$ cat src/rtl/muldiv_sequencer.sv
// Iterative unsigned multiply/divide unit (MULTU/DIVU) for the EX stage.
// One shift-add (multiply) or restoring shift-subtract (divide) step per
// cycle through one shared adder. busy stalls the pipeline while the
// operation runs. HI/LO change only on the final write.
module muldiv_sequencer #(
    parameter int WIDTH = 32
) (
    input  logic             clk,
    input  logic             rst,
    input  logic             start,
    input  logic             op,
    input  logic [WIDTH-1:0] a,
    input  logic [WIDTH-1:0] b,
    output logic             busy,
    output logic             done,
    output logic             dz,
    output logic [WIDTH-1:0] hi,
    output logic [WIDTH-1:0] lo
);

    localparam int CW = $clog2(WIDTH + 1);

    typedef enum logic [1:0] {
        IDLE = 2'd0,
        RUN  = 2'd1,
        FIN  = 2'd2
    } state_t;

    state_t           state;
    state_t           state_nxt;
    logic [CW-1:0]    cnt;
    logic             op_q;
    // opnd: addend (multiplicand) or divisor. work: multiplier bits shifting
    // out and low product bits shifting in, or dividend bits out and
    // quotient bits in. acc: high product half or partial remainder.
    logic [WIDTH-1:0] opnd;
    logic [WIDTH-1:0] work;
    logic [WIDTH-1:0] acc;

    logic [WIDTH+1:0] add_x;
    logic [WIDTH+1:0] add_y;
    logic             add_cin;
    logic [WIDTH+1:0] sum;
    logic [WIDTH-1:0] acc_nxt;
    logic [WIDTH-1:0] work_nxt;
    logic             dz_start;

    assign dz_start = op && (b == {WIDTH{1'b0}});

    // Shared adder: acc + opnd for multiply, {acc,msb} - opnd for divide
    always_comb begin
        add_x    = {(WIDTH+2){1'b0}};
        add_y    = {(WIDTH+2){1'b0}};
        add_cin  = 1'b0;
        acc_nxt  = acc;
        work_nxt = work;
        if (op_q == 1'b0) begin
            add_x = {2'b00, acc};
            if (work[0]) begin
                add_y = {2'b00, opnd};
            end else begin
                add_y = {(WIDTH+2){1'b0}};
            end
        end else begin
            add_x   = {1'b0, acc, work[WIDTH-1]};
            add_y   = ~{2'b00, opnd};
            add_cin = 1'b1;
        end
        sum = add_x + add_y + {{(WIDTH+1){1'b0}}, add_cin};
        if (op_q == 1'b0) begin
            // (WIDTH+1)-bit sum keeps the carry, then shift product right
            acc_nxt  = sum[WIDTH:1];
            work_nxt = {sum[0], work[WIDTH-1:1]};
        end else if (sum[WIDTH+1]) begin
            // Negative difference: restore the shifted remainder, quotient bit 0
            acc_nxt  = add_x[WIDTH-1:0];
            work_nxt = {work[WIDTH-2:0], 1'b0};
        end else begin
            acc_nxt  = sum[WIDTH-1:0];
            work_nxt = {work[WIDTH-2:0], 1'b1};
        end
    end

    // Next-state logic for IDLE -> RUN/FIN -> IDLE sequencing
    always_comb begin
        state_nxt = state;
        case (state)
            IDLE: begin
                if (start) begin
                    if (dz_start) begin
                        state_nxt = FIN;
                    end else begin
                        state_nxt = RUN;
                    end
                end else begin
                    state_nxt = IDLE;
                end
            end
            RUN: begin
                if (cnt == CW'(1)) begin
                    state_nxt = FIN;
                end else begin
                    state_nxt = RUN;
                end
            end
            FIN:     state_nxt = IDLE;
            default: state_nxt = IDLE;
        endcase
    end

    // State register plus registered busy/done decoded from the next state
    always_ff @(posedge clk or posedge rst) begin
        if (rst) begin
            state <= IDLE;
            busy  <= 1'b0;
            done  <= 1'b0;
        end else begin
            state <= state_nxt;
            busy  <= (state_nxt == RUN);
            done  <= (state_nxt == FIN);
        end
    end

    // Operand capture, per-cycle iteration and final HI/LO/dz write
    always_ff @(posedge clk or posedge rst) begin
        if (rst) begin
            cnt  <= {CW{1'b0}};
            op_q <= 1'b0;
            opnd <= {WIDTH{1'b0}};
            work <= {WIDTH{1'b0}};
            acc  <= {WIDTH{1'b0}};
            dz   <= 1'b0;
            hi   <= {WIDTH{1'b0}};
            lo   <= {WIDTH{1'b0}};
        end else begin
            case (state)
                IDLE: begin
                    if (start) begin
                        cnt  <= CW'(WIDTH);
                        op_q <= op;
                        acc  <= {WIDTH{1'b0}};
                        dz   <= dz_start;
                        if (op) begin
                            opnd <= b;
                            work <= a;
                        end else begin
                            opnd <= a;
                            work <= b;
                        end
                        if (dz_start) begin
                            hi <= a;
                            lo <= {WIDTH{1'b1}};
                        end
                    end
                end
                RUN: begin
                    acc  <= acc_nxt;
                    work <= work_nxt;
                    cnt  <= cnt - CW'(1);
                    if (cnt == CW'(1)) begin
                        hi <= acc_nxt;
                        lo <= work_nxt;
                    end
                end
                default: begin
                    cnt <= cnt;
                end
            endcase
        end
    end

endmodule

$ cat config.mk
export PLATFORM = sky130hd
export DESIGN_NAME = muldiv_sequencer
export DESIGN_NICKNAME = d
export VERILOG_FILES = /design/src/rtl/muldiv_sequencer.sv
export SDC_FILE = /design/constraint.sdc
export NUM_CORES = 1
export LEC_CHECK = 0
export CAP_MARGIN = 20
export CORE_AREA = 2 2 142 144
export DETAILED_ROUTE_END_ITERATION = 16
export DIE_AREA = 0 0 144 146
export HOLD_SLACK_MARGIN = 0.02
export PLACE_DENSITY = 0.86
export REMOVE_ABC_BUFFERS = 1
export SLEW_MARGIN = 20
export SYNTH_ARGS = -nofsm -noshare
export SYNTH_HDL_FRONTEND = slang
export SYNTH_SLANG_ARGS = --single-unit
$ cat constraint.sdc
create_clock -name clk -period 7.08 [get_ports clk]
set_clock_uncertainty 0.2 [all_clocks]
set_input_delay 0.708 -clock clk [delete_from_list [all_inputs] [get_ports clk]]
set_output_delay 0.708 -clock clk [all_outputs]
set_load 0.02 [all_outputs]
# Word level (Yosys, flattened, before mapping)
# Cells that the tools add are included.
# op_classes
bitwise_logic,1
n_eq_ne,7
addsub,3
reduce_logical,7
n_mux,28
# ops
operator,count
two-way mux 32 bit,14
one-hot mux 32 bit (2 select lines),4
adder 34 x 1 -> 34 bit,1
adder 34 bit,1
two-way mux 34 bit,1
NOT 32 -> 34 bit,1
two-way mux 33 bit,1
zero test 32 bit,1
one-hot mux 6 bit (2 select lines),1
"equality test 6 x 1 -> 1 bit, second input constant",1
two-way mux 2 bit,3
two-way mux 6 bit,1
"inequality test 2 bit, second input constant",3
"subtractor 6 x 1 -> 6 bit, second input constant",1
"equality test 2 x 1 -> 1 bit, second input constant",2
one-hot mux 2 bit (2 select lines),1
AND reduction 2 bit,2
AND reduction 4 bit,1
"equality test 2 bit, second input constant",1
zero test 2 bit,1
two-way mux 1 bit,2
nonzero test 2 bit,1
logical AND 1 bit,1
# word_totals
output_inout_bits,67
reg_bits,172
wordCells,57
inputBits,68

# Depth between registers and ports, before layout
# depth
depth_word,8
mapped_depth,18
ltp_nobuf,14

# Worst setup path after synthesis
# Ideal clock, no wire load.
# synth_timing
path_type,reg2reg
startpoint,reg op_q
endpoint,reg hi[15]
path_slack_ns,2.953
arrival_ns,3.844
t_required_ns,6.796
path_buffers,5
path_stages_with_launch,16
setup_ns,0.084
period_less_slack_ns,4.127
path_cell_list,dfrtp_1 clkbuf_1 clkbuf_1 clkbuf_1 mux2_2 ha_1 buf_6 a21o_1 o21ba_1 o22ai_1 a211o_1 o21ai_4 nand2_4 buf_4 o32a_1 a41oi_2
# synth_between
elab_chain_len,7
elab_cells_between_ends,9
cone_classes,add/sub (2); mux (7)
# synth_rtl
element,line,text
"start, declared",32,logic op_q;
"start signal, assigned",140,op_q <= op;
two-way mux 33 bit or two-way mux 34 bit (tied branches),57,if (op_q == 1'b0) begin
adder 34 bit,69,"sum = add_x + add_y + {{(WIDTH+1){1'b0}}, add_cin};"
adder 34 x 1 -> 34 bit,69,
two-way mux 32 bit,74,end else if (sum[WIDTH+1]) begin
two-way mux 32 bit *,70,if (op_q == 1'b0) begin
two-way mux 32 bit *,160,if (cnt == CW'(1)) begin
one-hot mux 32 bit (2 select lines) *,136,case (state)
"end signal, assigned",133,hi <= {WIDTH{1'b0}};
"end signal, assigned",161,hi <= acc_nxt;
"end, declared",17,"output logic [WIDTH-1:0] hi,"
# Every way passes the cells marked *; elsewhere a longest branch is shown, timed or not. The select of a mux whose other input is x is not followed.
# A chain may end at the register's enable or synchronous reset.

# Worst setup path in the final report
# layout_timing
startpoint,reg op_q
endpoint,reg hi[13]
# The elaborated chain is that of the path after synthesis.

==> impl_results.md <==
* Status: complete, no violations
* H-tree levels at 4
* Endpoint, Worst Hold: dz
* Worst min path class: register to register
* Crit path kind: register to register
* Fin Setup TNS at 0 ns
* Number of synthesized register bits at 172
* Rel. slew slack at between 30 and 40%
* Die width at 144 um
* CTS tree: done
* Port bufs at roughly 130
* Mapped Cells at ~1300
* Synth cell types at 70
* Max cap viols at 0
* Vias per inst at ~6.2
* Clock Pin Slew Worst Setup and Hold Paths at about 0.07 ns
* DRC errors left at 0
* Initial antenna violation count at 0
* Initial core utilization at a little under three fifths
* Reg2reg setup slack at between 1.5 and 2 ns
* Area growth from synthesis to layout at 18.82%
* Synth Flop Type: dfrtp_1
* Critical Path End Type: register
* Die Area at between 0.02 and 0.025 sq mm
* Final Critical Period at around 5.2 ns
* Setup Fix Bufs, Post-CTS at 0
* Hold path startpoint: dz
* Final Max Slew Viols at 0
* DR iter-0 viols at a little over 800
* Gr usage total at around 32%
* Via count at about 10000
* RR Startpoint: op_q
* Crit share post-route at approximately 74%
* Global-route wire length before repair at between 50000 and 60000 um
* EDFF count, synth at 0
* Core area at roughly 0.019 sq mm
* Root buffer cell: clkbuf_16
* Syn Std Cell Area at 0.01101 sq mm
* Hold slack at around 0.28 ns
* CTS Hold Bufs at 0
* Fmax at about 190 MHz
* Ports at approximately 140
* Largest net degree at the start of global routing at 76
* Hpwl dp at about 23000 um
* Layout Nets at 1469
* Post-CTS Resized at 0
* GRT Residual Overflow at 0
* Worst setup SP type: register
* DR pass1 iterations at 7
* Number of global-route vias before repair at around 10000
* Worst-Margin Slew at between 0.9 and 1 ns
* Row cnt at 51
* Fraction of registers with async set/reset at 100.0%
* Critical path peak fanout at 73
* Sinks on Clock Net at 172
* Final ANT Viol Nets at 0
* Average cell area after synthesis at ~8.6 sq um
* Latest clock arrival within the worst-skew pair at between 0.4 and 0.5 ns
* Sequential area share after synthesis at ~40%
* Unrepaired setup endpoints after global routing: false
* Wire per inst at around 20 um
* Hold Path Depth at 2
* Final hold vios at 0
* CTS max path bufs at 2
* Syn. warnings at 0
* Share of cells above drive strength 1 at 9.645%
* Final Wtd Congestion at about 0.97
* ANT cells at 0
* FF-to-FF path depth at 12
* WL final at 33440 um
* Reg-to-reg endpoint: hi[13]
* Arr. time, crit path at ~5.3 ns
* CTS Buf Count at 17
* Crit path required time at just over 7 ns
* Setup violators final at 0
* Die height at ~150 um
==> cells in the mapped netlist, types with 6 or more instances <==
cell type  instances  area share, %
nor2_1            83            2.8
nor3_1            13           0.59
nand2b_1          11           0.63
o21ai_0          184            8.4
nand2_1          232            7.9
inv_1             21           0.72
a21o_1            16            1.1
buf_2              8           0.36
buf_1              8           0.27
ha_1              33            3.8
xnor2_1           17            1.4
nand4_1           11           0.63
mux2_2            63            6.4
and3_1            14           0.80
nor4_1             7           0.40
a31oi_1           44            2.5
xor2_1            12           0.95
nand3_1           21           0.95
a211o_1            6           0.48
mux2i_1           76            6.9
nor2b_1            8           0.45
a211oi_1           6           0.41
clkbuf_1          70            2.4
a21oi_1           63            2.9
dfrtp_1          172             39
==> routing by layer <==
layer  GRT usage [%]  wire [um]  part of all wire (%)  up-vias
met5               0          0                     0        -
met4           10.29        846                   2.5        0
met3           5.199       2201                   6.6       62
met2           51.93      16100                    48      425
met1           44.35      14290                    43     5019
li1                -          -                     -     4733
==> flip-flops by register name (all words and copies together) (netlist names), 2 cells and up <==
signal  cells
opnd       32
cnt         6
acc        32
state       2
lo         32
work       32
hi         32
==> stage by stage <==
step / utilization [%] / setup WS, ns / cell area [sq um] / std cells
final: 67.66 / 1.833 / 13080 / 1644
after global routing: 67.66 / 1.612 / 13080 / 1644
after CTS: 67.66 / 1.959 / 13080 / 1644
after detailed placement: 64.60 / 2.047 / 12490 / 1612
after global placement: 64.60 / 2.203 / 12490 / 1612
after floorplan: - / 0.1532 / 10650 / 1197
==> critical path, stage by stage (launching register included) <==
cell and delay (ns):
dfrtp_4 0.87, buf_4 0.80, mux2_2 0.42, ha_1 0.36, a21oi_1 0.26, nand2_1 0.11
a21oi_1 0.28, o22ai_1 0.12, nor3_2 0.46, and2_4 0.46, nor3_1 0.11, a211oi_1 0.40
a31oi_1 0.17
==> placed cells by master, fill, tap and decap left out, drive strengths merged, types with 7 or more instances in the layout <==
cell type	netlist	routed
clkbuf	70	18
nor3	14	14
a21oi	64	64
o21ai	186	186
inv	21	28
xor2	12	12
nor2b	8	8
a31oi	44	44
xnor2	17	17
and3	14	14
nand2	233	233
and2	7	7
ha	33	33
nor2	83	83
buf	19	17
nand4	11	11
a21o	16	16
nor4	7	7
nand3	21	21
nand2b	11	11
mux2i	76	76
mux2	63	63
clkdlybuf4s50	0	133
dfrtp	172	172
==> kinds of logic (layout without fill, tap and decap cells) <==
kind of cell / Yosys count / count (layout) / synth area share [%]
AND/OR/NAND/NOR: 421 / 421 / 16.59
AO/OA/AOI/OAI: 380 / 380 / 20.53
flip-flops: 172 / 172 / 39.09
multiplexers: 139 / 139 / 13.35
buffers and inverters: 110 / 203 / 4.011
adder cells (fa/ha/maj): 35 / 35 / 4.114
XOR/XNOR: 29 / 29 / 2.307
==> final cells by class <==
cell class | count | area [sq um]
clock buffers | 18 | 439.2
clock inverters | 14 | 153.9
fillers | 1524 | 6252
inverters | 21 | 83.83
multi-input cells | 1004 | 6295
flip-flops and latches | 172 | 4308
well taps | 265 | 331.6
repair buffers | 150 | 1471
==> how the worst max path moves through the flow <==
| stage | startpoint | end | slack, ns | cells past startpoint |
|---|---|---|---|---|
| global route | op_q | hi[13] | 1.61 | 12 |
| CTS | op_q | hi[9] | 1.96 | 12 |
| finish | op_q | hi[13] | 1.83 | 12 |
| floorplan | op_q | acc[29] | 0.15 | 12 |
| global placement | op_q | hi[9] | 2.20 | 12 |
| detailed placement | op_q | hi[5] | 2.05 | 12 |
Power is left out: the tool's default activity adds up to more than one toggle a clock period on the data nets, which glitch-free logic cannot reach.
==> RTL edit: new RTL, same flow settings <==
Re-encode `state_t` (3 states) as one-hot, 3 bits wide.
--- a/src/rtl/muldiv_sequencer.sv
+++ b/src/rtl/muldiv_sequencer.sv
@@ -20,10 +20,10 @@
 
     localparam int CW = $clog2(WIDTH + 1);
 
-    typedef enum logic [1:0] {
-        IDLE = 2'd0,
-        RUN  = 2'd1,
-        FIN  = 2'd2
+    typedef enum logic [2:0] {
+        IDLE = 3'b001,
+        RUN  = 3'b010,
+        FIN  = 3'b100
     } state_t;
 
     state_t           state;
Formal check against the unedited RTL: no difference found for any inputs over 4 cycles, from zero or initial values and one cycle with rst high; so few cycles prove little.
==> RTL edit against the original RTL <==
- sequential cell count is 1 higher
- final area is 0.58% higher
- routed wire length is 2.8% higher
- synthesized area is 1.0% higher
- setup slack worse by 0.0038 ns
- non-clock buffer count is 1 lower
- critical path type unchanged
- critical endpoint is now hi[30]
==> RTL edit: results (changes against the original RTL) <==
status: finished clean
filler cell count: 1,459 (-4.3%)
first-pass GRT wire length: 55,000 um (+3.2%)
Synth area leaders: dfrtp_1, mux2i_1, o21ai_0
Routed WL: 34,400 um (+2.8%)
Reg clk slew, reported paths: 0.08 ns
grt met2 use: 0.494 (-0.0252)
Compound-Gate Fraction of Synth Area: 0.246 (+0.0411)
commonest cells in the netlist: nand2_1, dfrtp_1, o21ai_0
total track usage: 0.334 (+0.0121)
R2R Path Start: op_q
Hold Startpoint: hi[16]
WL met1: 14,600 um (+2.4%)
wire length per cell: 21.2 um (+4.3%)
Worst R2R Path Depth: 13 (+1)
Reg2Reg Setup Slack: 1.83 ns (about the same)
WHS: 0.283 ns (+0.00339 ns)
Critical Path Fanout Max: 72 (-1.4%)
Synth cell types: 84 (+20%)
met1 Track Usage GR: 0.492 (+0.0483)
metal2 WL: 15,600 um (-3.4%)
mux share of post-synthesis cell area: 0.0967 (-0.0368)
Largest stage delay, worst path: 0.70 ns (-0.17 ns)
met3 usage: 0.0543 (+0.00230)
register area share after synthesis: 0.389 (-0.00164)
cts bufs inserted: 17 (unchanged)
Slowest-stage cell, CP: buf_4
Post-DP HPWL: 23,700 um (+4.2%)
top achievable clock speed: 0.190 GHz (about the same)
XOR/XNOR share of the synthesized area: 0.0220 (-0.00102)
largest net degree at the start of global routing: 100 (+32%)
CP Capture Point: hi[30]
hold path endpoint: hi[16]
vias: 10,500 (+2.9%)
Pre-Repair DR Iteration Count: 6 (-1)
share of layout cells above drive strength 1: 0.0929 (-0.00353)
Worst EP arrival: 5.34 ns (+0.03 ns)
routability congestion estimate: 0.901 (-6.8%)
syn_area_per_cell: 8.78 um^2 (+2.5%)
fin nets: 1,446 (-1.6%)
hold path cells: 1 (-1)
Relative slew margins: 0.283 (-0.0626)
metal3 WL: 2990 um (+36%)
## RTL edit: cell count changes in the layout (fill, tap and decap cells not counted), moves of 6 or more
cell | before | now
o21ai_0 | 184 | 136
a211oi_1 | 6 | 31
nand2_1 | 231 | 180
o21ai_1 | 1 | 12
a31oi_1 | 44 | 14
mux2_2 | 63 | 28
o211ai_1 | 5 | 15
and3_1 | 14 | 5
a221oi_1 | 1 | 7
and2_1 | 5 | 28
nand2b_1 | 10 | 4
a21o_1 | 16 | 26
nor2_1 | 83 | 92
a21oi_1 | 62 | 96
## RTL edit: per-stage QoR
step	util	area (um^2)
CTS	0.681	13200
global placement	0.649	12600
detailed placement	0.649	12600
global route	0.681	13200
floorplan	-	10700
finish	0.681	13200
## RTL edit: final cells by class
class                      count  area share
clock buffer                  18      0.0334
clock inverter                14      0.0124
inverter                      18     0.00551
multi-input combinational    984       0.484
sequential                   173       0.329
tap                          265      0.0252
timing repair buffer         149       0.110
